### src/rtl/serial_word_assembler.sv
// Serial-to-parallel word assembler: collects SIZE bits (MSB first) from a valid/ready
// stream, pulses a load strobe for the downstream register, then waits for done/ack.
module serial_word_assembler #(
   parameter int SIZE  = 3,
   parameter int CNT_W = $clog2(SIZE + 1)
) (
   input  logic            clk,
   input  logic            rst,
   input  logic            start,
   input  logic            serIn,
   input  logic            serValid,
   output logic            serReady,
   output logic [SIZE-1:0] wordOut,
   output logic            ldOut,
   output logic            busy,
   output logic            done,
   input  logic            ack
);

   typedef enum logic [1:0] {
      IDLE,
      SHIFT,
      LOAD,
      DONE
   } state_t;

   state_t            state_reg, state_next;
   logic [SIZE-1:0]   shift_reg, shift_next;
   logic [CNT_W-1:0]  cnt_reg,   cnt_next;

   always_ff @(posedge clk or posedge rst) begin
      if (rst) begin
         state_reg <= IDLE;
         shift_reg <= '0;
         cnt_reg   <= '0;
      end else begin
         state_reg <= state_next;
         shift_reg <= shift_next;
         cnt_reg   <= cnt_next;
      end
   end

   // The shift register only changes on start (clear) or an accepted bit, so wordOut
   // stays stable through LOAD and DONE until the next word begins.
   always_comb begin
      state_next = state_reg;
      shift_next = shift_reg;
      cnt_next   = cnt_reg;
      case (state_reg)
         IDLE: begin
            if (start) begin
               state_next = SHIFT;
               shift_next = '0;
               cnt_next   = '0;
            end
         end
         SHIFT: begin
            if (serValid) begin
               shift_next = {shift_reg[SIZE-2:0], serIn};
               cnt_next   = cnt_reg + 1'b1;
               if (cnt_reg == CNT_W'(SIZE - 1)) begin
                  state_next = LOAD;
               end
            end
         end
         LOAD: begin
            state_next = DONE;
         end
         DONE: begin
            if (ack) begin
               state_next = IDLE;
            end
         end
         default: begin
            state_next = IDLE;
         end
      endcase
   end

   assign serReady = (state_reg == SHIFT);
   assign ldOut    = (state_reg == LOAD);
   assign done     = (state_reg == DONE);
   assign busy     = (state_reg != IDLE);
   assign wordOut  = shift_reg;

endmodule
### config.mk
export PLATFORM = sky130hd
export DESIGN_NAME = serial_word_assembler
export DESIGN_NICKNAME = d
export VERILOG_FILES = /design/src/rtl/serial_word_assembler.sv
export SDC_FILE = /design/constraint.sdc
export NUM_CORES = 1
export LEC_CHECK = 0
export CAP_MARGIN = 20
export CORE_AREA = 4 4 41 43
export DETAILED_ROUTE_END_ITERATION = 7
export DIE_AREA = 0 0 45 47
export SLEW_MARGIN = 25
export SYNTH_ARGS = -nofsm -noshare
export SYNTH_HDL_FRONTEND = slang
export SYNTH_SLANG_ARGS = --single-unit
### constraint.sdc
create_clock -name clk -period 2.73 [get_ports clk]
set_input_delay 0.546 -clock clk [delete_from_list [all_inputs] [get_ports clk]]
set_output_delay 0.546 -clock clk [all_outputs]
set_load 0.05 [all_outputs]
==> impl_metrics.yaml, run 1 <==
global_route:
  first_global_vias: 336
  grt_start_max_net_pins: 8
  antenna_found_initial: 0
  grt_use_total: 0.104
  overflow: 0
  grt_pass1_wl_mm: 1.44
logic_synthesis:
  syn_nets: 51
  synth_top_area_share: 0.372
  syn_inst: 38
  yosys-top-cells-count: "dfrtp_1 (7), ha_1 (7), inv_1 (6)"
  synth_edf_count: 0
  yosys.area.top_type: "dfrtp_1"
  synth_area_um2: 470
  yosysUniqueCellTypes: 15
  dominantRegCellSynth: "dfrtp_1"
  ys_seq_area_frac: 0.372
  synthArstFlopShare: 1.00
  synthTopCellsByArea: "dfrtp_1 (37%), ha_1 (19%), a22o_2 (6.4%), a2111oi_4 (5.9%), nor2b_4 (5.9%)"
  yosys_warnings: 0
  synth-seq-cells: 7
  syn_avg_cell_area_um2: 12.4
floorplan:
  coreArea_mm2: 0.00130
  die_h_um: 47
  die_area_mm2: 0.00212
  rows: 13
  start_util: 0.362
  die_x_um: 45
  io_pins: 13
clock_network:
  cts_tree: "done"
  postCtsHoldBufs: 0
  cts-root-buf: "clkbuf_4"
  ctsResizeCount: 0
  cts_max_level: 1
  clkSinkCount: 7
  cts_setup_buffers: 0
  clkLatencyLatePin_ps: 260
  path_clk_slew_ps: 50
  numCtsBuffers: 3
  cts.path.max_buffers: 2
critical_path:
  cp-start-kind: "flip-flop"
  r2r_start: "state_reg[0]$_DFFE_PP0P_"
  reg2reg_to: "cnt_reg[1]$_DFFE_PP0P_"
  crit_fanout: 4
  required_ps: 2180
  crit_end: "serReady"
  r2r_slack_ps: 980
  r2r_cells: 5
  crit_arrival_ps: 1900
  crit_path_end_kind: "output port"
  cp-startpoint: "state_reg[1]$_DFFE_PP0P_"
  worstSetupPathType: "reg -> out"
cells_and_area:
  largest_reg_flops: 3
  utilization: 0.480
  final_area_um2: 624
  nNetsFinal: 67
  layout-drive-gt1-share: 0.208
  syn2layout_area_growth_pct: 32.7
  num_antenna_cells: 0
drt:
  routedWlPerCell_um: 13.5
  drc: 0
  wl_um: 918
  dr_total_vias: 325
  vias_per_cell: 4.78
  drt_iter0_drc: 2
  first_pass_iters: 3
  antenna_left: 0
timing:
  finalSetupViolCount: 0
  relSlewSlack: 0.659
  grt_setup_unrepaired: "no"
  finalHoldViolCount: 0
  worstMarginPinSlew_ps: 509
  slew_viol_final: 0
  fin_tns_setup_ps: 0
  min_period_ps: 2450
  setup_slack_ps: 281
  skew_ps: 3.49
  max_freq_ghz: 0.408
  timing.final.crit_share: 0.897
power:
  combinationalPowerShare: 0.680
  p_int_uw: 450
  powerDensity_mw_per_mm2: 1390
  vdd_drop_max_mv: 0.627
  p_sw_frac: 0.481
  p_seq_frac: 0.206
  power_uw: 868
  p_leak_nw: 0.295
  p_clk_frac: 0.114
  p_switching_uw: 418
min_path:
  hp-class: "reg -> reg"
placed_design:
  dp_hpwl_um: 768
  io_buffers: 12
  dp_slack_ps: 547
  gp_congestion: 0.741
  place_area_um2: 598
status:
  outcome: "complete, no violations"
run:
  maxCapViolCount: 0
==> power groups by stage <==
stage	Clock, mW	Combinational [mW]	Sequential [mW]
2_1_floorplan	0	0.408	0.244
3_3_place_gp	0	0.581	0.177
3_5_place_dp	0	0.596	0.181
4_1_cts	0.104	0.600	0.179
5_1_grt	0.113	0.627	0.183
6_report	0.0994	0.590	0.179
==> routing by layer <==
layer	GRT usage	vias to the layer above	share of wire
met1	0.0977	163	0.36
met5	0	-	0
li1	-	153	-
met3	0.0345	3	0.031
met2	0.184	6	0.59
met4	0.0877	0	0.024
==> layout by cell type, fill, tap and decap left out <==
cell,instances
nor2b_1,2
clkbuf_4,3
a2111oi_4,1
mux2i_1,2
mux2_4,1
nor2b_4,2
or3_4,1
nand2_1,1
clkdlybuf4s50_1,12
nor2_1,2
dfrtp_1,7
mux2_1,1
nor3b_1,1
a22o_2,3
clkbuf_1,1
ha_1,7
inv_1,6
==> critical path: stages, from the launching register on <==
cell,delay (ps)
dfrtp_1,410
inv_1,130
ha_1,270
clkdlybuf4s50_1,840
==> logic make-up after synthesis <==
group                    count (synthesis)  synth area share
AND/OR/NAND/NOR                          9             0.149
buffers and inverters                    7            0.0718
adder cells (fa/ha/maj)                  7             0.186
flip-flops                               7             0.372
AO/OA/AOI/OAI                            4             0.122
multiplexers                             4            0.0984
==> worst min path at each step <==
stage                                start                endpoint  slack, ps  cells past startpoint
global route        wordOut[2]$_DFFE_PP0P_  wordOut[2]$_DFFE_PP0P_        510                      1
finish              wordOut[2]$_DFFE_PP0P_  wordOut[2]$_DFFE_PP0P_        500                      1
CTS                                    rst  wordOut[1]$_DFFE_PP0P_        510                      2
detailed placement  wordOut[2]$_DFFE_PP0P_  wordOut[2]$_DFFE_PP0P_        490                      1
global placement    wordOut[2]$_DFFE_PP0P_  wordOut[2]$_DFFE_PP0P_        490                      1
floorplan                              rst  cnt_reg[0]$_DFFE_PP0P_        350                      1
==> per-stage QoR <==
| stage | hold WS (ps) | instances |
|---|---|---|
| finish | 500 | 68 |
| global route | 510 | 68 |
| CTS | 506 | 68 |
| detailed placement | 492 | 64 |
| global placement | 486 | 64 |
| floorplan | 349 | 38 |
==> area by class of cell <==
class	count	area (um2)
Fill cell	132	677
Clock buffer	4	26.3
Inverter	6	22.5
Multi-Input combinational cell	24	262
Tap cell	15	18.8
Timing Repair Buffer	12	120
Sequential cell	7	175
Power figures use the tool's default switching activity.
==> run 2, diff against run 1 <==
==> constraint.sdc (replaced) <==
create_clock -name clk -period 2.65 [get_ports clk]
set_input_delay 0.53 -clock clk [delete_from_list [all_inputs] [get_ports clk]]
set_output_delay 0.53 -clock clk [all_outputs]
set_load 0.05 [all_outputs]
==> results of run 2 <==
Same layout as run 1 (identical final DEF). Status: complete, no violations.
Main changes from that run: setup slack after placement 547 ps -> 483 ps; clock-pin slew on the worst setup and hold paths 50 ps -> 60 ps; setup slack after layout 281 ps -> 217 ps; hold slack 500 ps -> 499 ps; register-to-register setup slack 980 ps -> 900 ps; total power 0.868 mW -> 0.894 mW; worst IR drop on VDD 0.627 mV -> 0.646 mV
==> run 3, diff against run 2 <==
--- a/config.mk
+++ b/config.mk
@@ -5,7 +5,8 @@
 export SDC_FILE = /design/constraint.sdc
 export NUM_CORES = 1
 export LEC_CHECK = 0
-export CAP_MARGIN = 20
+export ABC_AREA = 1
+export CAP_MARGIN = 10
 export CORE_AREA = 4 4 41 43
 export DETAILED_ROUTE_END_ITERATION = 7
 export DIE_AREA = 0 0 45 47
==> impl_metrics.yaml, run 3 <==
clock_network:
  ctsResizeCount: 0
  cts_tree: "done"
  numCtsBuffers: 3
  clkSinkCount: 7
  cts_setup_buffers: 0
  postCtsHoldBufs: 0
  path_clk_slew_ps: 50
  cts_max_level: 1
  cts-root-buf: "clkbuf_4"
  cts.path.max_buffers: 2
  clkLatencyLatePin_ps: 250
timing:
  skew_ps: 4.70
  max_freq_ghz: 0.416
  finalHoldViolCount: 0
  worstMarginPinSlew_ps: 499
  grt_setup_unrepaired: "no"
  timing.final.crit_share: 0.906
  relSlewSlack: 0.667
  finalSetupViolCount: 0
  holdWs_ps: 503
  fin_tns_setup_ps: 0
  slew_viol_final: 0
  min_period_ps: 2400
critical_path:
  path_delay_family: "buffers and inverters"
  cp-start-kind: "flip-flop"
  crit_buf_inv: 3
  required_ps: 2120
  crit_fanout: 5
  r2r_start: "state_reg[1]$_DFFE_PP0P_"
  cpMostUsedCell: "inv_1"
  slowest_delay_ps: 800
  crit_path_top_delay_cell: "clkdlybuf4s50_1"
  cp-startpoint: "state_reg[0]$_DFFE_PP0P_"
  worstSetupPathType: "reg -> out"
  crit_path_end_kind: "output port"
  cp_cell_sequence: "inv_1 > ha_1 > inv_1 > clkdlybuf4s50_1"
  crit_arrival_ps: 1870
drt:
  drc: 0
  drt_iter0_drc: 3
  routedWlPerCell_um: 10.6
  vias_per_cell: 4.35
  dr_total_vias: 383
  first_pass_iters: 2
  wl_um: 930
  antenna_left: 0
global_route:
  grt_start_max_net_pins: 8
  overflow: 0
  grt_pass1_wl_mm: 1.63
  antenna_found_initial: 0
  first_global_vias: 364
  grt_use_total: 0.113
placed_design:
  place_area_um2: 586
  io_buffers: 12
  gp_congestion: 0.740
  dp_hpwl_um: 739
logic_synthesis:
  yosys.area.top_type: "dfrtp_1"
  yosysUniqueCellTypes: 11
  synth_edf_count: 0
  synthTopCellsByArea: "dfrtp_1 (39%), ha_1 (20%), nand2_1 (17%), inv_1 (10%), nand3_1 (3.4%)"
  yosys_warnings: 0
  ys_seq_area_frac: 0.392
  synthArstFlopShare: 1.00
  dominantRegCellSynth: "dfrtp_1"
  synth_most_common_cell: "nand2_1"
  syn_avg_cell_area_um2: 7.84
  synth-seq-cells: 7
  synth_area_um2: 447
  yosys-top-cells-count: "nand2_1 (20), inv_1 (12), dfrtp_1 (7), ha_1 (7), nand3_1 (3)"
  syn_inst: 57
  syn_nets: 70
  synth_top_area_share: 0.392
floorplan:
  start_util: 0.343
  die_area_mm2: 0.00212
  coreArea_mm2: 0.00130
  rows: 13
  die_x_um: 45
  io_pins: 13
  die_h_um: 47
run:
  maxCapViolCount: 0
cells_and_area:
  num_antenna_cells: 0
  largest_reg_flops: 3
  syn2layout_area_growth_pct: 37.0
  layout-drive-gt1-share: 0.0959
  final_area_um2: 612
  nNetsFinal: 87
  final_cell_mix: "nand2_1 (20), inv_1 (12), clkdlybuf4s50_1 (12), ha_1 (7), dfrtp_1 (7)"
  final_common_cell: "nand2_1"
  n_fill_cell: 139
min_path:
  hp-class: "reg -> reg"
  hp-start: "cnt_reg[0]$_DFFE_PP0P_"
status:
  outcome: "complete, no violations"
==> run 3: changes by cell type after synthesis, sizes merged, moves of 2 or more <==
cell   change
nand2     +20
inv        +6
nand3      +4
nor2b      -4
o21ai      +4
a22o       -3
mux2       -2
mux2i      -2
==> run 3: cells by family after synthesis <==
kind of cell	synth area share
AND/OR/NAND/NOR	0.266
buffers and inverters	0.101
adder cells (fa/ha/maj)	0.196
flip-flops	0.392
AO/OA/AOI/OAI	0.0448
==> run 3: worst register-to-register path: stages (launching register included) <==
cell,delay (ps)
dfrtp_1,400
inv_1,140
ha_1,260
nand2_1,120
nand2_2,120
inv_1,70
nand3_1,70
nand2_1,50
==> run 3: final timing paths <==
kind / depth (start not counted) / slack [ps] / endpoint
worst min-delay path: 2 / 500 / cnt_reg[0]$_DFFE_PP0P_
max in group asynchronous: 2 / 1910 / state_reg[0]$_DFFE_PP0P_
min in group asynchronous: 2 / 520 / wordOut[1]$_DFFE_PP0P_
worst max-delay path: 4 / 250 / busy
worst max register to register: 7 / 1320 / wordOut[0]$_DFFE_PP0P_
worst min register to register: 2 / 500 / cnt_reg[0]$_DFFE_PP0P_
==> run 3: final cells by class <==
class                   instances  area (um2)  area share
multi-input cells              38         226       0.370
flip-flops and latches          7         175       0.286
repair buffers                 12         120       0.196
inverters                      12        45.0      0.0736
clock buffers                   4        26.3      0.0429
well taps                      15        18.8      0.0307
==> run 3: per-layer routing <==
| metal | vias to the layer above | track usage | routed length [um] | share of wire |
|---|---|---|---|---|
| met4 | 0 | 0.0526 | 19 | 0.020 |
| met1 | 165 | 0.123 | 403 | 0.43 |
| met2 | 12 | 0.181 | 443 | 0.48 |
| met3 | 2 | 0.0613 | 63 | 0.068 |
| met5 | - | 0 | 0 | 0 |
| li1 | 204 | - | - | - |
==> run 3: stage by stage <==
| step | setup slack (ps) | std cells | utilization |
|---|---|---|---|
| final | 249 | 88 | 0.470 |
| after CTS | 230 | 88 | 0.470 |
| after global routing | 162 | 88 | 0.470 |
| after global placement | 524 | 84 | 0.450 |
| after detailed placement | 511 | 84 | 0.450 |
| after floorplan | 1120 | 57 | - |
Power of run 3 is not shown: default switching activity piles up to over one toggle a cycle in this logic, so the estimate is an artifact.
